$ cat src/rtl/muldiv_pkg.sv
// Shared definitions for the iterative multiply/divide unit: funct3 encodings,
// FSM states and the divide-class decode.
package muldiv_pkg;

   localparam logic [2:0] OP_MUL    = 3'd0;
   localparam logic [2:0] OP_MULH   = 3'd1;
   localparam logic [2:0] OP_MULHSU = 3'd2;
   localparam logic [2:0] OP_MULHU  = 3'd3;
   localparam logic [2:0] OP_DIV    = 3'd4;
   localparam logic [2:0] OP_DIVU   = 3'd5;
   localparam logic [2:0] OP_REM    = 3'd6;
   localparam logic [2:0] OP_REMU   = 3'd7;

   typedef enum logic [1:0] {
      S_IDLE = 2'd0,
      S_CALC = 2'd1,
      S_DONE = 2'd2
   } state_t;

   function automatic logic is_div(input logic [2:0] op);
      return op[2];
   endfunction

endpackage

$ cat src/rtl/muldiv_step.sv
// One iteration of the unsigned datapath: shift-add multiply or restoring divide.
// Purely combinational; the accumulator is {hi, lo} with lo holding multiplier or dividend bits.
module muldiv_step #(
   parameter int XLEN = 32
) (
   input  logic              i_div,
   input  logic [2*XLEN-1:0] i_acc,
   input  logic [XLEN-1:0]   i_opnd,
   input  logic              i_bit,
   output logic [2*XLEN-1:0] o_acc
);

   logic [XLEN:0]   w_sum;
   logic [XLEN:0]   w_rsh;
   logic            w_ge;
   logic [XLEN-1:0] w_sub;

   always_comb begin
      w_sum = {1'b0, i_acc[2*XLEN-1:XLEN]} + (i_bit ? {1'b0, i_opnd} : {(XLEN+1){1'b0}});
      w_rsh = {i_acc[2*XLEN-1:XLEN], i_bit};
      w_ge  = (w_rsh >= {1'b0, i_opnd});
      // Partial remainder is always below the divisor, so the low XLEN bits suffice.
      w_sub = w_rsh[XLEN-1:0] - i_opnd;
      o_acc = {w_sum, i_acc[XLEN-1:1]};
      if (i_div) begin
         if (w_ge) begin
            o_acc = {w_sub, i_acc[XLEN-2:0], 1'b1};
         end else begin
            o_acc = {w_rsh[XLEN-1:0], i_acc[XLEN-2:0], 1'b0};
         end
      end
   end

endmodule

$ cat src/rtl/muldiv_unit.sv
// Iterative RV32M/RV64M mul/div: XLEN+1 cycles (1 for div-by-zero/overflow), one op in flight.
// Result held in DONE until ready_i; flush_i discards the op, rst_i also clears result and tag.
module muldiv_unit
   import muldiv_pkg::*;
#(
   parameter int XLEN  = 32,
   parameter int TAG_W = 5
) (
   input  logic             clk_i,
   input  logic             rst_i,
   input  logic             valid_i,
   output logic             ready_o,
   input  logic [2:0]       op_i,
   input  logic [XLEN-1:0]  a_i,
   input  logic [XLEN-1:0]  b_i,
   input  logic [TAG_W-1:0] tag_i,
   input  logic             flush_i,
   output logic             valid_o,
   input  logic             ready_i,
   output logic [XLEN-1:0]  result_o,
   output logic [TAG_W-1:0] tag_o,
   output logic             busy_o
);

   localparam int CW = $clog2(XLEN);

   state_t            r_state;
   state_t            w_state_nxt;
   logic [2:0]        r_op;
   logic [TAG_W-1:0]  r_tag;
   logic [TAG_W-1:0]  r_tag_out;
   logic [2*XLEN-1:0] r_acc;
   logic [XLEN-1:0]   r_opnd;
   logic              r_neg;
   logic [CW-1:0]     r_cnt;
   logic              r_valid;
   logic [XLEN-1:0]   r_result;

   logic              w_accept;
   logic              w_last;
   logic              w_sgn_a;
   logic              w_sgn_b;
   logic              w_sa;
   logic              w_sb;
   logic [XLEN-1:0]   w_amag;
   logic [XLEN-1:0]   w_bmag;
   logic              w_div0;
   logic              w_ovf;
   logic              w_fast;
   logic [XLEN-1:0]   w_fast_res;
   logic [2*XLEN-1:0] w_step_acc;
   logic [2*XLEN-1:0] w_prod;
   logic [XLEN-1:0]   w_quo;
   logic [XLEN-1:0]   w_rem;
   logic [XLEN-1:0]   w_calc_res;

   assign ready_o  = (r_state == S_IDLE) && !rst_i;
   assign busy_o   = (r_state != S_IDLE);
   assign valid_o  = r_valid;
   assign result_o = r_result;
   assign tag_o    = r_tag_out;

   assign w_accept = valid_i && ready_o && !flush_i;
   assign w_last   = (r_state == S_CALC) && (r_cnt == CW'(XLEN - 1));

   // Operands are reduced to magnitudes; the sign is reapplied after the last iteration.
   assign w_sgn_a  = (op_i == OP_MULH) || (op_i == OP_MULHSU) || (op_i == OP_DIV) || (op_i == OP_REM);
   assign w_sgn_b  = (op_i == OP_MULH) || (op_i == OP_DIV) || (op_i == OP_REM);
   assign w_sa     = w_sgn_a && a_i[XLEN-1];
   assign w_sb     = w_sgn_b && b_i[XLEN-1];
   assign w_amag   = w_sa ? (~a_i + 1'b1) : a_i;
   assign w_bmag   = w_sb ? (~b_i + 1'b1) : b_i;

   assign w_div0     = is_div(op_i) && (b_i == '0);
   assign w_ovf      = ((op_i == OP_DIV) || (op_i == OP_REM)) &&
                       (a_i == {1'b1, {(XLEN-1){1'b0}}}) && (b_i == '1);
   assign w_fast     = w_div0 || w_ovf;
   assign w_fast_res = w_div0 ? (op_i[1] ? a_i : '1) : (op_i[1] ? '0 : a_i);

   muldiv_step #(.XLEN(XLEN)) u_step (
      .i_div  (is_div(r_op)),
      .i_acc  (r_acc),
      .i_opnd (r_opnd),
      .i_bit  (is_div(r_op) ? r_acc[XLEN-1] : r_acc[0]),
      .o_acc  (w_step_acc)
   );

   assign w_prod = r_neg ? (~w_step_acc + 1'b1) : w_step_acc;
   assign w_quo  = r_neg ? (~w_step_acc[XLEN-1:0] + 1'b1) : w_step_acc[XLEN-1:0];
   assign w_rem  = r_neg ? (~w_step_acc[2*XLEN-1:XLEN] + 1'b1) : w_step_acc[2*XLEN-1:XLEN];

   always_comb begin
      w_calc_res = '0;
      case (r_op)
         OP_MUL:                       w_calc_res = w_prod[XLEN-1:0];
         OP_MULH, OP_MULHSU, OP_MULHU: w_calc_res = w_prod[2*XLEN-1:XLEN];
         OP_DIV, OP_DIVU:              w_calc_res = w_quo;
         OP_REM, OP_REMU:              w_calc_res = w_rem;
         default:                      w_calc_res = '0;
      endcase
   end

   always_ff @(posedge clk_i) begin
      if (rst_i) begin
         r_state <= S_IDLE;
      end else begin
         r_state <= w_state_nxt;
      end
   end

   always_comb begin
      w_state_nxt = r_state;
      if (flush_i) begin
         w_state_nxt = S_IDLE;
      end else begin
         case (r_state)
            S_IDLE:  if (w_accept) w_state_nxt = w_fast ? S_DONE : S_CALC;
            S_CALC:  if (w_last)   w_state_nxt = S_DONE;
            S_DONE:  if (ready_i)  w_state_nxt = S_IDLE;
            default: w_state_nxt = S_IDLE;
         endcase
      end
   end

   always_ff @(posedge clk_i) begin
      if (rst_i) begin
         r_op      <= '0;
         r_tag     <= '0;
         r_tag_out <= '0;
         r_acc     <= '0;
         r_opnd    <= '0;
         r_neg     <= 1'b0;
         r_cnt     <= '0;
         r_valid   <= 1'b0;
         r_result  <= '0;
      end else if (flush_i) begin
         r_valid <= 1'b0;
      end else begin
         case (r_state)
            S_IDLE: begin
               if (w_accept) begin
                  r_op  <= op_i;
                  r_tag <= tag_i;
                  r_cnt <= '0;
                  // Remainder takes the dividend's sign; everything else the product/quotient sign.
                  r_neg <= (op_i == OP_REM) ? w_sa : (w_sa ^ w_sb);
                  if (is_div(op_i)) begin
                     r_acc  <= {{XLEN{1'b0}}, w_amag};
                     r_opnd <= w_bmag;
                  end else begin
                     r_acc  <= {{XLEN{1'b0}}, w_bmag};
                     r_opnd <= w_amag;
                  end
                  if (w_fast) begin
                     r_valid   <= 1'b1;
                     r_result  <= w_fast_res;
                     r_tag_out <= tag_i;
                  end
               end
            end
            S_CALC: begin
               r_acc <= w_step_acc;
               r_cnt <= r_cnt + CW'(1);
               if (w_last) begin
                  r_valid   <= 1'b1;
                  r_result  <= w_calc_res;
                  r_tag_out <= r_tag;
               end
            end
            S_DONE: begin
               if (ready_i) r_valid <= 1'b0;
            end
            default: r_valid <= 1'b0;
         endcase
      end
   end

endmodule

$ cat config.mk
export PLATFORM = sky130hd
export DESIGN_NAME = muldiv_unit
export DESIGN_NICKNAME = d
export VERILOG_FILES = /design/src/rtl/muldiv_pkg.sv /design/src/rtl/muldiv_step.sv /design/src/rtl/muldiv_unit.sv
export SDC_FILE = /design/constraint.sdc
export NUM_CORES = 1
export LEC_CHECK = 0
export CORE_MARGIN = 2
export CORE_UTILIZATION = 61
export DETAILED_ROUTE_END_ITERATION = 16
export MAX_ROUTING_LAYER = met4
export PLACE_DENSITY = 0.82
export SYNTH_ARGS = -nofsm -noshare
export SYNTH_HDL_FRONTEND = slang
export SYNTH_SLANG_ARGS = --single-unit
$ cat constraint.sdc
create_clock -name clk_i -period 10.2 [get_ports clk_i]
set_input_delay 1.02 -clock clk_i [delete_from_list [all_inputs] [get_ports clk_i]]
set_output_delay 1.02 -clock clk_i [all_outputs]
set_load 0.01 [all_outputs]
==> out/results.txt <==
The H-tree was split into 4 levels. Compared with the post-synthesis result, the final layout area differs by 11.6%. The first global-routing pass estimated 98.7 mm of wire. The logs give 2249 for the number of filler instances in the final layout and 16900 for the via count of the first global-routing pass. The finished cells cover 17500 µm². Type of the worst min-delay path: register to register. The post-detailed-route DRC marker count is 0. The number of nets handed over by synthesis was 2440.

Clock skew on the completed layout was measured at 0.0195 ns. The insertion delay to the later sink of the worst-skew pair was 0.46 ns; the final count of negative-setup-slack endpoints was 0. The critical path ends at result_o[24]. After clock tree synthesis, the repair step resized 0 gates.

The logs give 2.00 mW for the overall power consumption and 3010 µm² for the combined flip-flop and latch cell area. Counting along the longest clock path gives a buffer depth of 2. The logs give 0 for the count of max-cap constraint violations and 3 for the initial antenna violation count. The highest ir drop seen on vdd was 0.108 mV. The power density over the cells was 114 nW/µm²; the static leakage was 6.61 nW. The tree built by TritonCTS fans out to 150 sinks. The cell chosen for the clock root is sky130_fd_sc_hd__clkbuf_16. The final worst-path cycle share was 71.6%; the cell area after placement was 16900 µm². The number of hold buffers added after CTS is 0, and the transition time of the tightest slew-check pin is 1.36 ns. The vertical die dimension was 165 µm; the peak fanout along the critical path was 45. At the worst endpoint, the required time is 10.55 ns.

After synthesis, the mean cell area works out to 6.87 µm². The vias after detailed routing was 18800. After synthesis, the share of flip-flops with an asynchronous set or reset is 0%.

The logs give 3041 for the number of DRC violations after detailed-routing iteration 0 and 0 for the number of hold-slack violations in the final timing report. For the first-pass detailed-route iteration total, the log shows 7. Setup repair after global routing left no endpoint under its margin.

The tools report the launch instance of the worst register-to-register path as r_op[2]. Clock tree synthesis inserted a total of 17 buffers. The clock transition at the registers of the reported paths was 0.08 ns. Clock period minus worst slack: 7.31 ns. The class of the most critical setup path was register to register. The count of state elements after synthesis works out to 150. TritonCTS built the clock tree.

In this run the tightest slew margin relative to its limit is 7.66%. The area of the mapped netlist is 15700 µm². The count of nets left with antenna violations once routing finished came out at 0. The number of instances in the synthesized netlist is 2289.

The synthesized design contains 0 enable-type register cells. For this run, the top clock speed supported by timing is 137 MHz. The tools report the destination of the worst register-to-register timing path as result_o[24]. The multi-input gate area in the final layout was 11900 µm².

The via density per instance came out at 7.10. 117 I/O pins were placed. During synthesis, Yosys emitted a total of 0 warnings. After synthesis, the netlist uses 83 different library cells. The number of port buffers is 116. Routability-driven placement finished with a final weighted congestion of 1.13. The die covers 27100 µm². The critical path data arrival time was 7.66 ns. Across all register-to-register paths, the minimum setup slack is 2.89 ns. Ratio of cells with drive above 1 in the final layout: 5.24%.

For the final sum of negative setup slack, the log shows 0 ns. The final layout contains routed wiring with a total length of 66.2 mm. For this run, the leading register cell type out of synthesis is sky130_fd_sc_hd__dfxtp_1. The number of slew-limit violations in the final report was 0. The logs give 0 for the residual overflow from global routing and 25300 µm² for the core box area. Across every metal layer, demand over resource in global routing totals 49.3%.

The worst setup path is launched from a register. The first element of the critical path was r_op[2]. For this run, the post-layout net count is 2447. Mean routed wirelength per cell: 25.1 µm. The worst-case reg-to-reg path depth came out at 17. STA classifies the critical path endpoint as a register. The total setup buffers inserted after CTS is 0.

The initial utilization of the core area, before any placement, comes to 62.2%. Detailed placement finished with a half-perimeter wire length of 49.6 mm. The flow ran to the end, and the final reports show no timing, DRC or antenna violations. The part of the Yosys area used for sequential elements came out at 19.1%. The die outline width was 165 µm. Entering global routing, the biggest net connects 86 pins. Site row count: 58.
[flip-flops by register name, indices dropped and copies added, names as in the netlist]
register	cells
r_acc	64
r_cnt	5
r_neg	1
r_op	3
r_opnd	32
r_state	2
r_tag	5
result_o	32
tag_o	5
valid_o	1
[cells in the final DEF (no fill, tap or decap), types with 9 or more instances in the layout]
cell,count
sky130_fd_sc_hd__or4_1,12
sky130_fd_sc_hd__a21oi_1,224
sky130_fd_sc_hd__clkbuf_16,17
sky130_fd_sc_hd__inv_1,64
sky130_fd_sc_hd__o21bai_1,9
sky130_fd_sc_hd__a222oi_1,21
sky130_fd_sc_hd__a221oi_1,17
sky130_fd_sc_hd__dfxtp_1,148
sky130_fd_sc_hd__mux2i_1,35
sky130_fd_sc_hd__nor2b_1,13
sky130_fd_sc_hd__a311oi_1,14
sky130_fd_sc_hd__a21o_1,23
sky130_fd_sc_hd__a31oi_1,26
sky130_fd_sc_hd__o21ai_0,145
sky130_fd_sc_hd__xnor2_1,79
sky130_fd_sc_hd__o41ai_1,10
sky130_fd_sc_hd__xor2_1,67
sky130_fd_sc_hd__o21a_1,20
sky130_fd_sc_hd__nand2_1,236
sky130_fd_sc_hd__nand3_1,48
sky130_fd_sc_hd__nor3b_1,9
sky130_fd_sc_hd__maj3_1,20
sky130_fd_sc_hd__o211ai_1,32
sky130_fd_sc_hd__nand4_1,33
sky130_fd_sc_hd__or3_1,29
sky130_fd_sc_hd__nor3_1,62
sky130_fd_sc_hd__o22ai_1,11
sky130_fd_sc_hd__a211oi_1,46
sky130_fd_sc_hd__and3_1,22
sky130_fd_sc_hd__a22oi_1,29
sky130_fd_sc_hd__buf_4,28
sky130_fd_sc_hd__nor2_1,334
sky130_fd_sc_hd__ha_1,72
sky130_fd_sc_hd__clkdlybuf4s50_1,114
sky130_fd_sc_hd__o31ai_1,24
sky130_fd_sc_hd__nand2b_1,25
sky130_fd_sc_hd__mux2_2,26
sky130_fd_sc_hd__nor4_1,14
sky130_fd_sc_hd__and2_1,11
[synth_stat cells (25+ instances only)]
library cell,count,area share [%]
sky130_fd_sc_hd__nand2_1,236,5.6
sky130_fd_sc_hd__nand2b_1,25,0.99
sky130_fd_sc_hd__o211ai_1,32,1.5
sky130_fd_sc_hd__nor2_1,337,8.0
sky130_fd_sc_hd__nand3_1,49,1.6
sky130_fd_sc_hd__mux2i_1,36,2.3
sky130_fd_sc_hd__a31oi_1,26,1.0
sky130_fd_sc_hd__a21oi_1,224,7.1
sky130_fd_sc_hd__or3_1,30,1.2
sky130_fd_sc_hd__nor3_1,62,2.0
sky130_fd_sc_hd__dfxtp_1,150,19
sky130_fd_sc_hd__inv_1,64,1.5
sky130_fd_sc_hd__mux2_2,26,1.9
sky130_fd_sc_hd__clkbuf_1,135,3.2
sky130_fd_sc_hd__o21ai_0,145,4.6
sky130_fd_sc_hd__a211oi_1,46,2.2
sky130_fd_sc_hd__ha_1,72,5.7
sky130_fd_sc_hd__xor2_1,67,3.7
sky130_fd_sc_hd__a22oi_1,29,1.4
sky130_fd_sc_hd__xnor2_1,79,4.4
sky130_fd_sc_hd__nand4_1,33,1.3
[final cells by class]
| class | instances | area share (%) |
|---|---|---|
| diodes | 3 | 0.0428 |
| flip-flops and latches | 150 | 17.1 |
| clock inverters | 15 | 1.03 |
| multi-input cells | 1919 | 67.9 |
| well taps | 330 | 2.35 |
| repair buffers | 143 | 7.73 |
| clock buffers | 17 | 2.43 |
| inverters | 65 | 1.39 |
[routing by layer]
layer | up-vias | part of all wire [%] | GRT usage (%)
li1 | 8414 | - | -
met1 | 8680 | 37 | 58.6
met2 | 1338 | 42 | 72.2
met3 | 334 | 12 | 12.9
met4 | 0 | 8.7 | 35.5
met5 | - | 0 | -
[how the worst min path moves through the flow]
| stage | depth (start not counted) | from | endpoint |
|---|---|---|---|
| after CTS | 2 | r_tag[3] | r_tag[3] |
| after floorplan | 2 | r_opnd[22] | r_opnd[22] |
| after global placement | 2 | r_opnd[22] | r_opnd[22] |
| after global routing | 2 | result_o[12] | result_o[12] |
| after detailed placement | 2 | result_o[6] | result_o[6] |
| final | 2 | result_o[6] | result_o[6] |
[cells by family after synthesis]
family	synth area share [%]
compound gates	30.4
flops	19.1
mux	4.16
fa+ha+maj	7.26
simple gates	25.7
buf+inv	5.29
xor+xnor	8.13
[worst max-delay path, cell delays in order (launching register included)]
cell and delay (ns):
sky130_fd_sc_hd__dfxtp_4 0.67, sky130_fd_sc_hd__mux2i_2 1.15, sky130_fd_sc_hd__ha_1 0.27, sky130_fd_sc_hd__nand4_1 0.09, sky130_fd_sc_hd__nor4_1 0.33, sky130_fd_sc_hd__a2bb2oi_1 0.13, sky130_fd_sc_hd__o211ai_1 0.83, sky130_fd_sc_hd__o21ai_0 0.29
sky130_fd_sc_hd__a22oi_1 0.31, sky130_fd_sc_hd__ha_1 0.29, sky130_fd_sc_hd__o311ai_0 0.15, sky130_fd_sc_hd__or4b_1 0.55, sky130_fd_sc_hd__or4b_1 0.74, sky130_fd_sc_hd__nor3_1 0.34, sky130_fd_sc_hd__nand2b_1 0.15, sky130_fd_sc_hd__or3b_2 0.48
sky130_fd_sc_hd__mux2i_1 0.13, sky130_fd_sc_hd__o41ai_1 0.30
[per-stage QoR]
step | hold WS (ns) | utilization (%) | instances | setup slack (ns)
after global placement | 0.441 | 67.0 | 2607 | 3.46
after detailed placement | 0.448 | 67.0 | 2607 | 3.19
after CTS | 0.458 | 69.4 | 2639 | 3.16
after global routing | 0.479 | 69.5 | 2642 | 2.58
after floorplan | 0.432 | - | 2289 | 1.89
final | 0.456 | 69.5 | 2642 | 2.89
[where the power goes]
part / total (mW) / switching [mW] / internal (mW) / leakage, nW
Clock: 0.674 / 0.342 / 0.332 / 0.290
Combinational: 0.711 / 0.472 / 0.239 / 5.11
Sequential: 0.617 / 0.0194 / 0.598 / 1.21
Power figures use the tool's default switching activity.
